==> src/rtl/tomasulo_pkg.sv <==
// Shared definitions for the Tomasulo issue stage: opcodes, station classes,
// tag layout helpers and the decoded-instruction record.
package tomasulo_pkg;

    localparam int N_CLS = 5;
    localparam int NOTAG = 0;

    // Class order fixes both the tag layout and the iss_ctrl bit position.
    typedef enum logic [2:0] {
        CLS_ADD  = 3'd0,
        CLS_MULT = 3'd1,
        CLS_LD   = 3'd2,
        CLS_ST   = 3'd3,
        CLS_BR   = 3'd4
    } cls_e;

    localparam logic [5:0] OP_INTA = 6'h10;
    localparam logic [5:0] OP_INTL = 6'h11;
    localparam logic [5:0] OP_INTM = 6'h13;
    localparam logic [5:0] OP_JMP  = 6'h1A;
    localparam logic [5:0] OP_LDQ  = 6'h29;
    localparam logic [5:0] OP_STQ  = 6'h2D;
    localparam logic [5:0] OP_BR   = 6'h30;
    localparam logic [5:0] OP_BSR  = 6'h34;
    localparam logic [5:0] OP_BEQ  = 6'h39;
    localparam logic [5:0] OP_BNE  = 6'h3D;

    typedef struct packed {
        logic       nop;
        cls_e       cls;
        logic [4:0] src1;
        logic [4:0] src2;
        logic [4:0] dest;
        logic       src1_use;
        logic       src2_use;
        logic       nodest;
        logic [7:0] lit;
    } decode_t;

    function automatic logic [N_CLS-1:0] cls_onehot(input cls_e c);
        return N_CLS'(1) << c;
    endfunction

    function automatic int cls_count(input cls_e c, input int n_add, input int n_mult,
                                     input int n_ld, input int n_st, input int n_br);
        case (c)
            CLS_ADD:  return n_add;
            CLS_MULT: return n_mult;
            CLS_LD:   return n_ld;
            CLS_ST:   return n_st;
            default:  return n_br;
        endcase
    endfunction

    // First tag of class c; tags are 1-based so NOTAG is never handed out.
    function automatic int tag_base(input cls_e c, input int n_add, input int n_mult,
                                    input int n_ld, input int n_st);
        int b;
        b = NOTAG + 1;
        if (c > CLS_ADD)  b += n_add;
        if (c > CLS_MULT) b += n_mult;
        if (c > CLS_LD)   b += n_ld;
        if (c > CLS_ST)   b += n_st;
        return b;
    endfunction

endpackage

==> src/rtl/tomasulo_issue_prio_alloc.sv <==
// Lowest-free-index finder over one reservation-station class.
module prio_alloc #(
    parameter int W  = 4,
    parameter int IW = 4
) (
    input  logic [W-1:0]  busy,
    output logic          found,
    output logic [IW-1:0] idx
);

    // NOTE: every output of a combinational block gets a default first so no latch is inferred.
    always_comb begin
        found = 1'b0;
        idx   = '0;
        for (int i = W - 1; i >= 0; i--) begin
            if (!busy[i]) begin
                found = 1'b1;
                idx   = IW'(i);
            end
        end
    end

endmodule

==> src/rtl/tomasulo_issue.sv <==
// Issue stage: decodes one Alpha instruction per cycle and allocates a station.
// Optional ISSUE_LITERAL_EN turns bit 12 of operate-format ops into a literal.
module tomasulo_issue
    import tomasulo_pkg::*;
#(
    parameter int N_ADD  = 3,
    parameter int N_MULT = 2,
    parameter int N_LD   = 3,
    parameter int N_ST   = 2,
    parameter int N_BR   = 1,
    parameter int TAG_W  = 4
) (
    input  logic             clk,
    input  logic             rst_n,
    input  logic             in_valid,
    input  logic [31:0]      in_instr,
    output logic             in_ready,
    output logic             stall,
    input  logic             rel_valid,
    input  logic [TAG_W-1:0] rel_tag,
    input  logic             br_resolve,
    input  logic             flush,
    output logic             iss_valid,
    output logic [4:0]       iss_ctrl,
    output logic [TAG_W-1:0] iss_tag,
    output logic [5:0]       iss_opcode,
    output logic [4:0]       iss_src1,
    output logic [4:0]       iss_src2,
    output logic [4:0]       iss_dest,
    output logic             iss_src1_use,
    output logic             iss_src2_use,
    output logic             iss_nodest,
    output logic [7:0]       iss_lit
);

    localparam int TOTAL = N_ADD + N_MULT + N_LD + N_ST + N_BR;

    typedef enum logic {ST_RUN, ST_BR_WAIT} state_e;

    state_e           state, state_next;
    logic [TOTAL-1:0] busy;
    decode_t          dec;
    logic [N_CLS-1:0] cls_found;
    logic [TAG_W-1:0] cls_tag [N_CLS];
    logic [TAG_W-1:0] alloc_tag;
    logic [TOTAL-1:0] set_mask, rel_mask;
    logic             class_free, transfer, do_issue, rel_hit;
    logic [5:0]       opcode;
    logic [4:0]       ra, rb, rc;
    logic             unused_instr;

    assign opcode       = in_instr[31:26];
    assign ra           = in_instr[25:21];
    assign rb           = in_instr[20:16];
    assign rc           = in_instr[4:0];
    assign unused_instr = ^in_instr[15:5];

    for (genvar c = 0; c < N_CLS; c++) begin : g_alloc
        localparam int W   = cls_count(cls_e'(c), N_ADD, N_MULT, N_LD, N_ST, N_BR);
        localparam int OFF = tag_base(cls_e'(c), N_ADD, N_MULT, N_LD, N_ST) - 1;
        logic [TAG_W-1:0] idx;
        prio_alloc #(.W(W), .IW(TAG_W)) u_alloc (
            .busy  (busy[OFF +: W]),
            .found (cls_found[c]),
            .idx   (idx)
        );
        assign cls_tag[c] = TAG_W'(OFF + 1) + idx;
    end

    always_comb begin
        dec        = '0;
        dec.nop    = 1'b1;
        dec.nodest = 1'b1;
        case (opcode)
            OP_INTA, OP_INTL, OP_INTM: begin
                dec.nop      = 1'b0;
                dec.cls      = (opcode == OP_INTM) ? CLS_MULT : CLS_ADD;
                dec.src1     = ra;
                dec.src1_use = 1'b1;
                dec.src2     = rb;
                dec.src2_use = 1'b1;
                dec.dest     = rc;
                dec.nodest   = 1'b0;
`ifdef ISSUE_LITERAL_EN
                if (in_instr[12]) begin
                    dec.src2     = '0;
                    dec.src2_use = 1'b0;
                    dec.lit      = in_instr[20:13];
                end
`endif
            end
            OP_LDQ: begin
                dec.nop      = 1'b0;
                dec.cls      = CLS_LD;
                dec.src1     = rb;
                dec.src1_use = 1'b1;
                dec.dest     = ra;
                dec.nodest   = 1'b0;
            end
            OP_STQ: begin
                dec.nop      = 1'b0;
                dec.cls      = CLS_ST;
                dec.src1     = ra;
                dec.src1_use = 1'b1;
                dec.src2     = rb;
                dec.src2_use = 1'b1;
            end
            OP_BEQ, OP_BNE: begin
                dec.nop      = 1'b0;
                dec.cls      = CLS_BR;
                dec.src1     = ra;
                dec.src1_use = 1'b1;
            end
            OP_BR, OP_BSR: begin
                dec.nop    = 1'b0;
                dec.cls    = CLS_BR;
                dec.dest   = ra;
                dec.nodest = 1'b0;
            end
            OP_JMP: begin
                dec.nop      = 1'b0;
                dec.cls      = CLS_BR;
                dec.src1     = rb;
                dec.src1_use = 1'b1;
                dec.dest     = ra;
                dec.nodest   = 1'b0;
            end
            default: ;
        endcase
    end

    assign class_free = cls_found[dec.cls];
    assign alloc_tag  = cls_tag[dec.cls];
    assign in_ready   = (state == ST_RUN) & ~flush & (dec.nop | class_free);
    assign stall      = in_valid & ~in_ready;
    assign transfer   = in_valid & in_ready;
    assign do_issue   = transfer & ~dec.nop;

    // A release of a non-busy tag clears nothing, so clear-then-set is safe.
    assign rel_hit  = rel_valid && (rel_tag != TAG_W'(NOTAG)) && (rel_tag <= TAG_W'(TOTAL));
    assign rel_mask = rel_hit  ? (TOTAL'(1) << (rel_tag - TAG_W'(1)))   : '0;
    assign set_mask = do_issue ? (TOTAL'(1) << (alloc_tag - TAG_W'(1))) : '0;

    always_comb begin
        state_next = state;
        case (state)
            ST_RUN:     if (do_issue && dec.cls == CLS_BR) state_next = ST_BR_WAIT;
            ST_BR_WAIT: if (br_resolve) state_next = ST_RUN;
            default:    state_next = ST_RUN;
        endcase
        if (flush) state_next = ST_RUN;
    end

    // NOTE: sequential state is written with non-blocking assignments only.
    always_ff @(posedge clk or negedge rst_n) begin
        if (!rst_n) begin
            state <= ST_RUN;
            busy  <= '0;
        end else begin
            state <= state_next;
            busy  <= flush ? '0 : ((busy & ~rel_mask) | set_mask);
        end
    end

    always_ff @(posedge clk or negedge rst_n) begin
        if (!rst_n) begin
            iss_valid    <= 1'b0;
            iss_ctrl     <= '0;
            iss_tag      <= '0;
            iss_opcode   <= '0;
            iss_src1     <= '0;
            iss_src2     <= '0;
            iss_dest     <= '0;
            iss_src1_use <= 1'b0;
            iss_src2_use <= 1'b0;
            iss_nodest   <= 1'b1;
            iss_lit      <= '0;
        end else begin
            iss_valid <= do_issue;
            if (do_issue) begin
                iss_ctrl     <= cls_onehot(dec.cls);
                iss_tag      <= alloc_tag;
                iss_opcode   <= opcode;
                iss_src1     <= dec.src1;
                iss_src2     <= dec.src2;
                iss_dest     <= dec.dest;
                iss_src1_use <= dec.src1_use;
                iss_src2_use <= dec.src2_use;
                iss_nodest   <= dec.nodest;
                iss_lit      <= dec.lit;
            end
        end
    end

endmodule

==> config.mk <==
export PLATFORM = sky130hd
export DESIGN_NAME = tomasulo_issue
export DESIGN_NICKNAME = d
export VERILOG_FILES = /design/src/rtl/tomasulo_pkg.sv /design/src/rtl/tomasulo_issue_prio_alloc.sv /design/src/rtl/tomasulo_issue.sv
export SDC_FILE = /design/constraint.sdc
export NUM_CORES = 1
export LEC_CHECK = 0
export ABC_AREA = 1
export CAP_MARGIN = 20
export CORE_ASPECT_RATIO = 0.8
export CORE_UTILIZATION = 50
export CTS_CLUSTER_SIZE = 40
export DETAILED_ROUTE_END_ITERATION = 8
export GPL_TIMING_DRIVEN = 1
export HOLD_SLACK_MARGIN = 0.05
export PLACE_DENSITY = 0.95
export SETUP_SLACK_MARGIN = 0.4
export SLEW_MARGIN = 10
export SYNTH_ARGS = -nofsm -noshare
export SYNTH_HDL_FRONTEND = slang
export SYNTH_SLANG_ARGS = --single-unit
==> constraint.sdc <==
create_clock -name clk -period 2.32 [get_ports clk]
set_input_delay 0.232 -clock clk [delete_from_list [all_inputs] [get_ports clk]]
set_output_delay 0.232 -clock clk [all_outputs]
set_load 0.01 [all_outputs]
-- After elaboration in Yosys (flattened, before gate mapping)
Index checks and enable logic that the tools add are counted.
- flip-flop bits (word level): 46
- input bits: 42
- output and inout port bits: 44
- logic and storage cells: 102
- add/subtract/negate cells: 6
- $lt $le $gt $ge: 3
- eq/ne operators: 11
- shift-type cells: 3
- muxes and demuxes: 41
- bitwise logic cells: 14
- reduce and logical (&&, ||, !) cells: 12
- operators by type and width (operator ; number):
    $eq 6x6->1 const B ; 6
    $mux 11 ; 3
    $eq 6x5->1 const B ; 4
    $mux 1 ; 23
    $shl 1x4->11 const A ; 2
    $pmux 5 s2 ; 2
    $pmux 4 s4 ; 1
    $bmux 4 s3 ; 1
    $mux 2 ; 6
    $and 11x11->11 ; 1
    $not 11->11 ; 1
    $or 11x11->11 ; 1
    $add 3x4->4 const A ; 2
    $mux 4 ; 2
    $reduce_or 4->1 ; 2
    $reduce_or 8->1 ; 1
    $sub 4x1->4 const B ; 2
    $reduce_or 7->1 ; 1
    $reduce_or 6->1 ; 1
    $and 1x1->1 ; 5
    $mux 5 ; 1
    $reduce_or 5->1 ; 1
    $shl 1x3->5 const A ; 1
    $add 1x4->4 const A ; 1
    14 further kinds ; 19

-- Depth between registers and ports, before layout
Gate-level depths: netlist of the first run.
- depth after elaboration: 13
- depth in mapped cells: 14

-- Modules after synthesis
Synthesis of the first run repeated with hierarchy kept, for this count alone.
- cell total of the unflattened synthesis: 409
- area total of the unflattened synthesis: 2999.1 µm²
- modules (own cells, without submodules) (module ; instances ; cells each ; area each (µm²) ; sequential area each (µm²)):
    tomasulo_issue ; 1 ; 373 ; 2798.9 ; 1152.4
    prio_alloc at g_alloc[0].u_alloc ... ; 2 ; 8 ; 41.3 ; 0.0
    prio_alloc at g_alloc[1].u_alloc ... ; 2 ; 7 ; 40.0 ; 0.0
    prio_alloc at g_alloc[4].u_alloc ; 1 ; 6 ; 37.5 ; 0.0

-- Worst setup path before layout of the first run
OpenSTA, ideal clock, no wires.
- path type: flip-flop to flip-flop
- start point: reg busy[2]
- end point: reg busy[7]
- library setup time: 72 ps
- arrival: 1473 ps
- data required time: 2248 ps
- setup slack: 774 ps
- cell stages (with the launch flop): 12
- buffers on the path: 0
- clock period less this slack: 1546 ps
- path through: dfrtp_1 nor3_1 ha_1 inv_1 nand4_1 nand2_1 nand2_2 nor2_2 nand3_1 nor2_1 nor2_1 nor2_1
- cells in the longest elaborated chain, start to end: 12
- elaborated cells between the ends (all ways): 21
- classes of those cells: add/sub (2); shift (1); mux (13); bitwise (5)
- RTL lines (item ; RTL line ; source):
    from (decl) ; tomasulo_issue.sv:41 ; logic [TOTAL-1:0] busy;
    from (signal assigned) ; tomasulo_issue.sv:161 ; busy <= flush ? '0 : ((busy & ~rel_mask) | set_mask);
    $mux 2 or $mux 1 (tied branches) (3 in a row) ; tomasulo_issue_prio_alloc.sv:16 ; if (!busy[i]) begin
    $add 1x4->4 or $bmux 1 s3 (tied branches) ; tomasulo_issue.sv:67, tomasulo_issue.sv:132 ;
    $bmux 4 s3 or $mux 1 (tied branches) ; tomasulo_issue.sv:133, tomasulo_issue.sv:132 ;
    $mux 4 (not written as such) or $or 1x1->1 (tied branches) ; tomasulo_issue.sv:133, tomasulo_issue.sv:134 ;
    $mux 4 (not written as such) or $and 1x1->1 (tied branches) ; tomasulo_issue.sv:133, tomasulo_issue.sv:134 ;
    $sub 4x1->4 or $and 1x1->1 (tied branches) ; tomasulo_issue.sv:142, tomasulo_issue.sv:136 ;
    $shl 1x4->11 or $and 1x1->1 (tied branches) ; tomasulo_issue.sv:142, tomasulo_issue.sv:137 ;
    $mux 11 (*) ; tomasulo_issue.sv:142 ; assign set_mask = do_issue ? (TOTAL'(1) << (alloc_tag - TAG_W'(1))) : '0;
    $or 11x11->11 (*) ; tomasulo_issue.sv:161 ;
    $mux 11 (*) ; tomasulo_issue.sv:161 ;
Every way passes the cells marked *; elsewhere a longest branch is shown, timed or not. The select of a mux whose other input is x is not followed.
A chain may end at the register's enable or synchronous reset.

-- Final worst setup path of the first run
- start point: in in_instr[29]
- end point: reg iss_src2[1]
- cells in the longest elaborated chain, start to end: 9
- elaborated cells between the ends (all ways): 23
- classes of those cells: eq/ne (10); mux (5); bitwise (5); reduce/logical (3)
- RTL lines (item ; RTL line ; source):
    from (decl) ; tomasulo_issue.sv:16 ; input logic [31:0] in_instr,
    $eq 6x5->1 (tied with other cells) ; tomasulo_issue.sv:74 ; case (opcode)
    $reduce_or 5->1 (no line) (tied with other cells) ; -- ;
    $pmux 4 s4 ; tomasulo_issue.sv:74 ;
    $bmux 1 s3 ; tomasulo_issue.sv:132 ; assign class_free = cls_found[dec.cls];
    $mux 1 (not written as such) ; tomasulo_issue.sv:132 ;
    $or 1x1->1 ; tomasulo_issue.sv:134 ; assign in_ready = (state == ST_RUN) & ~flush & (dec.nop | class_free);
    $and 1x1->1 ; tomasulo_issue.sv:134 ;
    $and 1x1->1 ; tomasulo_issue.sv:136 ; assign transfer = in_valid & in_ready;
    $and 1x1->1 ; tomasulo_issue.sv:137 ; assign do_issue = transfer & ~dec.nop;
    to (signal assigned) ; tomasulo_issue.sv:185 ; iss_src2 <= dec.src2;
    to (decl) ; tomasulo_issue.sv:28 ; output logic [4:0] iss_src2,
Parallel ways exist; a longest one is shown, timed or not. The select of a mux whose other input is x is not followed.

==> results of run 1 <==
## state kept, by name, summed over array words and instances, names as in the netlist
register / count
iss_src1_use: 1
iss_src1: 5
busy: 11
iss_src2_use: 1
iss_valid: 1
iss_opcode: 6
iss_tag: 4
iss_nodest: 1
iss_ctrl: 5
state: 1
iss_src2: 5
iss_dest: 5
## final cells by class
type | instances | area share, %
timing repair buffer | 96 | 23.8
clock buffer | 6 | 1.95
tap | 62 | 2.09
clock inverter | 2 | 1.01
multi-input combinational | 258 | 35.3
sequential | 46 | 31.0
inverter | 47 | 4.75
## cells by family (layout without fill, tap and decap cells)
kind of cell    after synthesis  in the layout  share of synthesized area (%)
simple gates                199            199                           32.7
buf+inv                      63            151                           11.5
compound gates               50             50                           12.2
flops                        46             46                           43.1
fa+ha+maj                     1              1                          0.467
other cells                   1              8                          0.140
## power by group through the flow
| stage | registers [uW] | logic, uW | clock network [uW] |
|---|---|---|---|
| floorplan | 978 | 183 | 0 |
| global placement | 941 | 497 | 0 |
| detailed placement | 943 | 507 | 0 |
| CTS | 929 | 509 | 602 |
| global route | 940 | 563 | 637 |
| finish | 929 | 517 | 595 |
## worst max-delay path by stage
stage | endpoint | slack, ns | cells past startpoint
floorplan | busy[7]$_DFF_PN0_ | 0.77 | 11
global placement | stall | -0.13 | 14
detailed placement | stall | -0.24 | 14
CTS | busy[4]$_DFF_PN0_ | 0.42 | 12
global route | iss_src2[1]$_DFFE_PN0P_ | 0.36 | 13
finish | iss_src2[1]$_DFFE_PN0P_ | 0.50 | 13
## Yosys cell counts (all sizes together)
cell	n	share of area [%]
nand4	10	2.3
a21oi	8	1.6
dfstp	1	0.98
nor3	2	0.37
nor2	55	8.8
o31ai	1	0.28
dfrtp	45	42
nand3	23	5.4
nand2	108	16
inv	47	6.6
a31oi	4	0.93
ha	1	0.47
buf	14	4.5
o21ai	31	7.6
a22oi	5	1.4
a21boi	1	0.28
or2	1	0.23
conb	1	0.14
clkbuf	2	0.33
## layer usage
layer	vias up	part of all wire (%)
li1	1320	-
met1	1268	44
met2	108	48
met3	6	6.5
met4	0	0.81
met5	-	0
## timing repair
item / in CTS / in global routing
setup buffers: 0 / 2
hold buffers: 1 / 0
gates resized for setup: 18 / 25
pin swaps: 2 / 9
setup endpoints to repair: 45 / 23
hold endpoints to repair: 21 / 0
## stage by stage
stage               total power [uW]  setup slack [ns]  instances  TNS [ns]
floorplan                       1160             0.774        367         0
global placement                1440            -0.133        506    -0.197
detailed placement              1450            -0.239        506     -2.02
CTS                             2040             0.419        515         0
global route                    2140             0.356        517         0
finish                          2040             0.501        517         0
## worst reg2reg max path, cell delays in order (launching register included)
cell                      delay (ns)
sky130_fd_sc_hd__dfrtp_1        0.40
sky130_fd_sc_hd__inv_2          0.07
sky130_fd_sc_hd__nor3_4         0.16
sky130_fd_sc_hd__ha_1           0.17
sky130_fd_sc_hd__inv_1          0.04
sky130_fd_sc_hd__nand4_1        0.12
sky130_fd_sc_hd__inv_1          0.10
sky130_fd_sc_hd__nor2_2         0.26
sky130_fd_sc_hd__nand3_1        0.12
sky130_fd_sc_hd__nor2_1         0.13
sky130_fd_sc_hd__nor2_1         0.05
sky130_fd_sc_hd__nor2_1         0.09
==> impl_metrics.env, run 1 <==
export IMPL_cpPeakStageDelay_ns=0.24
export IMPL_hold_start="in_instr[27]"
export IMPL_minimum_setup_slack_among_reg_to_reg_paths_ns=0.53
export IMPL_design_final_nets=497
export IMPL_whs_ns=0.337
export IMPL_number_of_cells_on_the_worst_hold_path=4
export IMPL_crit_buf_inv=3
export IMPL_die_height_um=67.4
export IMPL_multiInputGateArea_sq_um=1310
export IMPL_tritoncts="built"
export IMPL_total_non_filler_cell_area_in_the_finished_layout_sq_um=3710
export IMPL_route_antenna_remaining_nets=0
export IMPL_hold_viol=0
export IMPL_total_switching_power_uw=567
export IMPL_die_area_sq_um=5650
export IMPL_worst_setup_path_type="input port to flip-flop"
export IMPL_leakage_uw=0.00186
export IMPL_cellInternalPower_uw=1470
export IMPL_post_drt_via_cell_ratio=5.23
export IMPL_top_usage_layer="met2"
export IMPL_finish_utilization_pct=73.3
export IMPL_timing_hold_worst_endpoint="iss_opcode[1]$_DFFE_PN0P_"
export IMPL_clk_path_buf_depth=2
export IMPL_ir_worst_vdd_v=0.000348
export IMPL_drt_wl_total_mm=7.03
export IMPL_grt_pass1_wl_mm=11.2
export IMPL_grt_start_max_net_pins=37
export IMPL_layout_cells_most_common_list="97 x sky130_fd_sc_hd__nand2_1, 57 x sky130_fd_sc_hd__clkdlybuf4s50_1, 47 x sky130_fd_sc_hd__nor2_1"
export IMPL_worstReg2RegEnd="busy[4]$_DFF_PN0_"
export IMPL_layout_filler_cells=370
export IMPL_critPathCaptureType="flip-flop"
export IMPL_global_route_met3_utilization_pct=5.62
export IMPL_port_buffers=66
export IMPL_ctsRootBufferMaster="sky130_fd_sc_hd__clkbuf_8"
export IMPL_clock_skew_ns=0.00856
export IMPL_power_share_sequential_pct=45.5
export IMPL_tritoncts_num_buffers=5
export IMPL_synth_cell_area_sq_um=2680
export IMPL_htree_num_levels=2
export IMPL_min_period_ns=1.82
export IMPL_clk_insertion_delay_late_ns=0.30
export IMPL_core_sq_um=5060
export IMPL_drt_iter0_drcs=140
export IMPL_setup_repair_after_global_routing_missed_its_margin="yes"
export IMPL_run_status="finished, final reports clean"
export IMPL_setup_viol=0
export IMPL_grt_total_usage_pct=25.1
export IMPL_dp_hpwl_mm=5.31
export IMPL_timing_max_slew_rel_slack_pct=64.1
export IMPL_antenna_cells_inserted=0
export IMPL_global_route_usage_met1_pct=34.1
export IMPL_grt_antenna_before_repair=0
export IMPL_grt_remaining_overflow=0
export IMPL_yosysUniqueCellTypes=30
export IMPL_ys_seq_elements=46
export IMPL_power_density_cell_area_nw_per_um2=550
export IMPL_wl_per_cell_um=13.6
export IMPL_max_freq_ghz=0.550
export IMPL_worstSetupStartpointType="input port"
export IMPL_final_common_cell="sky130_fd_sc_hd__nand2_1"
export IMPL_cts_sinks=46
export IMPL_cp_top_family="simple AND/OR/NAND/NOR gates"
export IMPL_slowest_stage="sky130_fd_sc_hd__clkdlybuf4s15_2"
export IMPL_grt_pass1_vias=2470
export IMPL_rr_worst_depth=11
export IMPL_timing_critical_path_arrival_ns=2.06
export IMPL_vias=2702
export IMPL_cp_startpoint="in_instr[29]"
export IMPL_path_clk_slew_ns=0.09
export IMPL_worstPathCellList="clkdlybuf4s15_2 -> nand2_1 -> nor2_4 -> nand2_2 -> nand2_1 -> nor2_2 -> buf_4 -> a21oi_2 -> nand3_2 -> buf_12 -> nor2_4 -> nand2_1 -> nand2_1"
export IMPL_initial_utilization_pct=52.8
export IMPL_tightestPinTransition_ns=0.538
export IMPL_pre_repair_dr_iteration_count=7
export IMPL_place_gp_congestion=0.900
export IMPL_synth_yosys_seq_area_share_pct=43.1
export IMPL_design_portCount=86
export IMPL_die_w_um=83.8
export IMPL_drive_above_1_share_pct=21.1
export IMPL_min_path_type="input port to flip-flop"
export IMPL_worst_path_max_fanout=36
export IMPL_relative_contribution_of_the_clock_network_to_total_power_pct=29.1
export IMPL_synth_area_per_cell_sq_um=7.43
export IMPL_swShare_pct=27.8
export IMPL_final_max_slew_violation_count=0
export IMPL_area_growth_syn_to_layout_pct=38.8
export IMPL_fin_crit_sh_pct=78.4
export IMPL_timing_critical_path_mode_cell="sky130_fd_sc_hd__nand2_1"
export IMPL_synth_warning_count=0
export IMPL_drt_drc_violations_left=0
export IMPL_seq_area_sq_um=1150
export IMPL_synthesis_instances=360
export IMPL_placed_area_sq_um=3520
export IMPL_combinationalPowerShare_pct=25.3
export IMPL_core_rowCount=23
export IMPL_worst_ep_required_time_ns=2.56
export IMPL_global_route_usage_met2_pct=41.7
export IMPL_maxCapViolCount=0
export IMPL_r2r_start="busy[0]$_DFF_PN0_"
Power figures use the tool's default switching activity.
==> inputs of run 2 (changes only) <==
- CORE_UTILIZATION: 50 -> 42
- PLACE_DENSITY: 0.95 -> 0.88
- clock period: 2.32 -> 1.5 ns (I/O delays scaled with it)
==> impl_metrics.env, run 2 (synthesis results as in run 1) <==
export IMPL_run_status="complete, but fails checks"
export IMPL_violated_checks="setup timing"
export IMPL_largest_register_ffs=11
export IMPL_post_drt_via_cell_ratio=5.35
export IMPL_worst_path_max_fanout=8
export IMPL_core_sq_um=6040
export IMPL_hold_start="in_instr[27]"
export IMPL_initial_utilization_pct=44.3
export IMPL_drt_drc_violations_left=0
export IMPL_die_height_um=73.4
export IMPL_route_antenna_remaining_nets=0
export IMPL_pre_repair_dr_iteration_count=5
export IMPL_fin_crit_sh_pct=120
export IMPL_area_growth_syn_to_layout_pct=61.5
export IMPL_cpPeakStageDelay_ns=0.25
export IMPL_clk_insertion_delay_late_ns=0.32
export IMPL_timing_critical_path_mode_cell="sky130_fd_sc_hd__nand2_1"
export IMPL_worst_setup_path_type="input port to flip-flop"
export IMPL_crit_buf_inv=4
export IMPL_hold_viol=0
export IMPL_cts_sinks=46
export IMPL_instances_no_fill=595
export IMPL_drt_iter0_drcs=292
export IMPL_die_w_um=91.3
export IMPL_wl_per_cell_um=16.2
export IMPL_antenna_cells_inserted=0
export IMPL_cp_startpoint="in_instr[30]"
export IMPL_grt_pass1_wl_mm=13.0
export IMPL_drt_wl_total_mm=9.62
export IMPL_min_path_type="input port to flip-flop"
export IMPL_global_route_met3_utilization_pct=4.45
export IMPL_setup_repair_after_global_routing_missed_its_margin="yes"
export IMPL_tritoncts_num_buffers=5
export IMPL_core_rowCount=25
export IMPL_path_clk_slew_ns=0.08
export IMPL_tritoncts="built"
export IMPL_worstSetupStartpointType="input port"
export IMPL_min_period_ns=1.81
export IMPL_biggest_registers_after_layout="busy x11, iss_opcode x6"
export IMPL_power_density_cell_area_nw_per_um2=825
export IMPL_ctsRootBufferMaster="sky130_fd_sc_hd__clkbuf_8"
export IMPL_dp_hpwl_mm=5.78
export IMPL_final_common_cell="sky130_fd_sc_hd__buf_4"
export IMPL_drive_above_1_share_pct=44.9
export IMPL_clock_skew_ns=0.00879
export IMPL_grt_antenna_before_repair=0
export IMPL_htree_num_levels=2
export IMPL_place_gp_congestion=0.914
export IMPL_grt_remaining_overflow=0
export IMPL_setup_ws_ns=-0.305
export IMPL_grt_total_usage_pct=25.1
export IMPL_maxCapViolCount=0
export IMPL_global_route_usage_met2_pct=42.5
export IMPL_placed_cells_incl_taps=553
export IMPL_design_portCount=86
export IMPL_timing_critical_path_arrival_ns=2.05
export IMPL_largest_register="busy"
export IMPL_slowest_stage="sky130_fd_sc_hd__clkdlybuf4s15_2"
export IMPL_global_route_usage_met1_pct=32.0
export IMPL_top_usage_layer="met2"
export IMPL_design_final_nets=556
export IMPL_leakage_uw=0.00234
export IMPL_layout_cells_most_common_list="76 x sky130_fd_sc_hd__buf_4, 73 x sky130_fd_sc_hd__nand2_1, 45 x sky130_fd_sc_hd__dfrtp_1"
export IMPL_ir_worst_vdd_v=0.000506
export IMPL_final_max_slew_violation_count=0
export IMPL_cp_top_family="simple AND/OR/NAND/NOR gates"
export IMPL_vias=3183
export IMPL_clk_path_buf_depth=2
export IMPL_r2r_start="busy[3]$_DFF_PN0_"
export IMPL_worstPathCellList="clkdlybuf4s15_2 -> inv_4 -> nor2_4 -> buf_4 -> nand3_2 -> buf_4 -> nand2_1 -> nand2_1 -> nand2_1 -> nand2_1 -> nand2_1 -> nand4_1 -> nor2_2 -> nor2_1 -> nor2_1"
export IMPL_finish_utilization_pct=71.6
export IMPL_worst_ep_required_time_ns=1.74
export IMPL_setup_viol=47
export IMPL_critPathCaptureType="flip-flop"
export IMPL_max_freq_ghz=0.554
export IMPL_port_buffers=66
export IMPL_die_area_sq_um=6700
export IMPL_grt_pass1_vias=2792
export IMPL_grt_start_max_net_pins=47
==> run 2: what timing repair did <==
item	in CTS	in global routing
hold buffers	1	0
cloned	0	3
hold endpoints to repair	45	0
setup buffers	17	13
pin swaps	5	28
gates resized for setup	121	71
setup endpoints to repair	82	79
==> run 2: area by class of cell <==
cell class / count / area [sq um]
timing repair buffer: 155 / 1290
inverter: 47 / 196
multi-input combinational: 258 / 1440
clock inverter: 2 / 60.1
clock buffer: 6 / 82.6
sequential: 46 / 1150
tap: 81 / 101
fill: 396 / 1720
==> run 2: final timing paths <==
check / to / slack (ns) / cells past startpoint
max in group asynchronous: iss_nodest$_DFFE_PN1P_ / 0.88 / 3
min reg2reg: iss_ctrl[4]$_DFFE_PN0P_ / 0.49 / 2
min in group asynchronous: iss_src2_use$_DFFE_PN0P_ / 0.33 / 3
min: iss_opcode[1]$_DFFE_PN0P_ / 0.22 / 4
max: busy[2]$_DFF_PN0_ / -0.31 / 15
max reg2reg: busy[2]$_DFF_PN0_ / -0.29 / 10
==> run 2: report_power, final <==
part / switching, uW / total [uW] / internal, uW
Clock: 451 / 1160 / 711
Combinational: 474 / 952 / 478
Sequential: 82.3 / 1450 / 1370
Total: 1010 / 3560 / 2560
==> run 2: worst min-delay path, stage by stage <==
cell                       delay, ns
sky130_fd_sc_hd__clkbuf_2       0.13
sky130_fd_sc_hd__inv_2          0.08
sky130_fd_sc_hd__buf_4          0.10
sky130_fd_sc_hd__o21ai_2        0.05
==> run 2: per-stage QoR <==
step                total power [uW]  worst slack [ns]  TNS (ns)  hold WS [ns]  instance area [sq um]
global route                    3710            -0.357    -12.39         0.236                   4320
CTS                             3520            -0.201     -5.12         0.259                   4200
floorplan                       1820           0.00974         0        -0.146                   2780
finish                          3560            -0.305     -8.47         0.220                   4320
global placement                2290            -0.842    -34.02         0.149                   3860
detailed placement              2320            -0.887    -36.66         0.152                   3860
==> run 2: layer usage <==
| layer | part of all wire (%) | vias to the layer above |
|---|---|---|
| met5 | 0 | - |
| met4 | 5.0 | 0 |
| met3 | 7.6 | 50 |
| met2 | 48 | 211 |
| met1 | 39 | 1483 |
| li1 | - | 1439 |
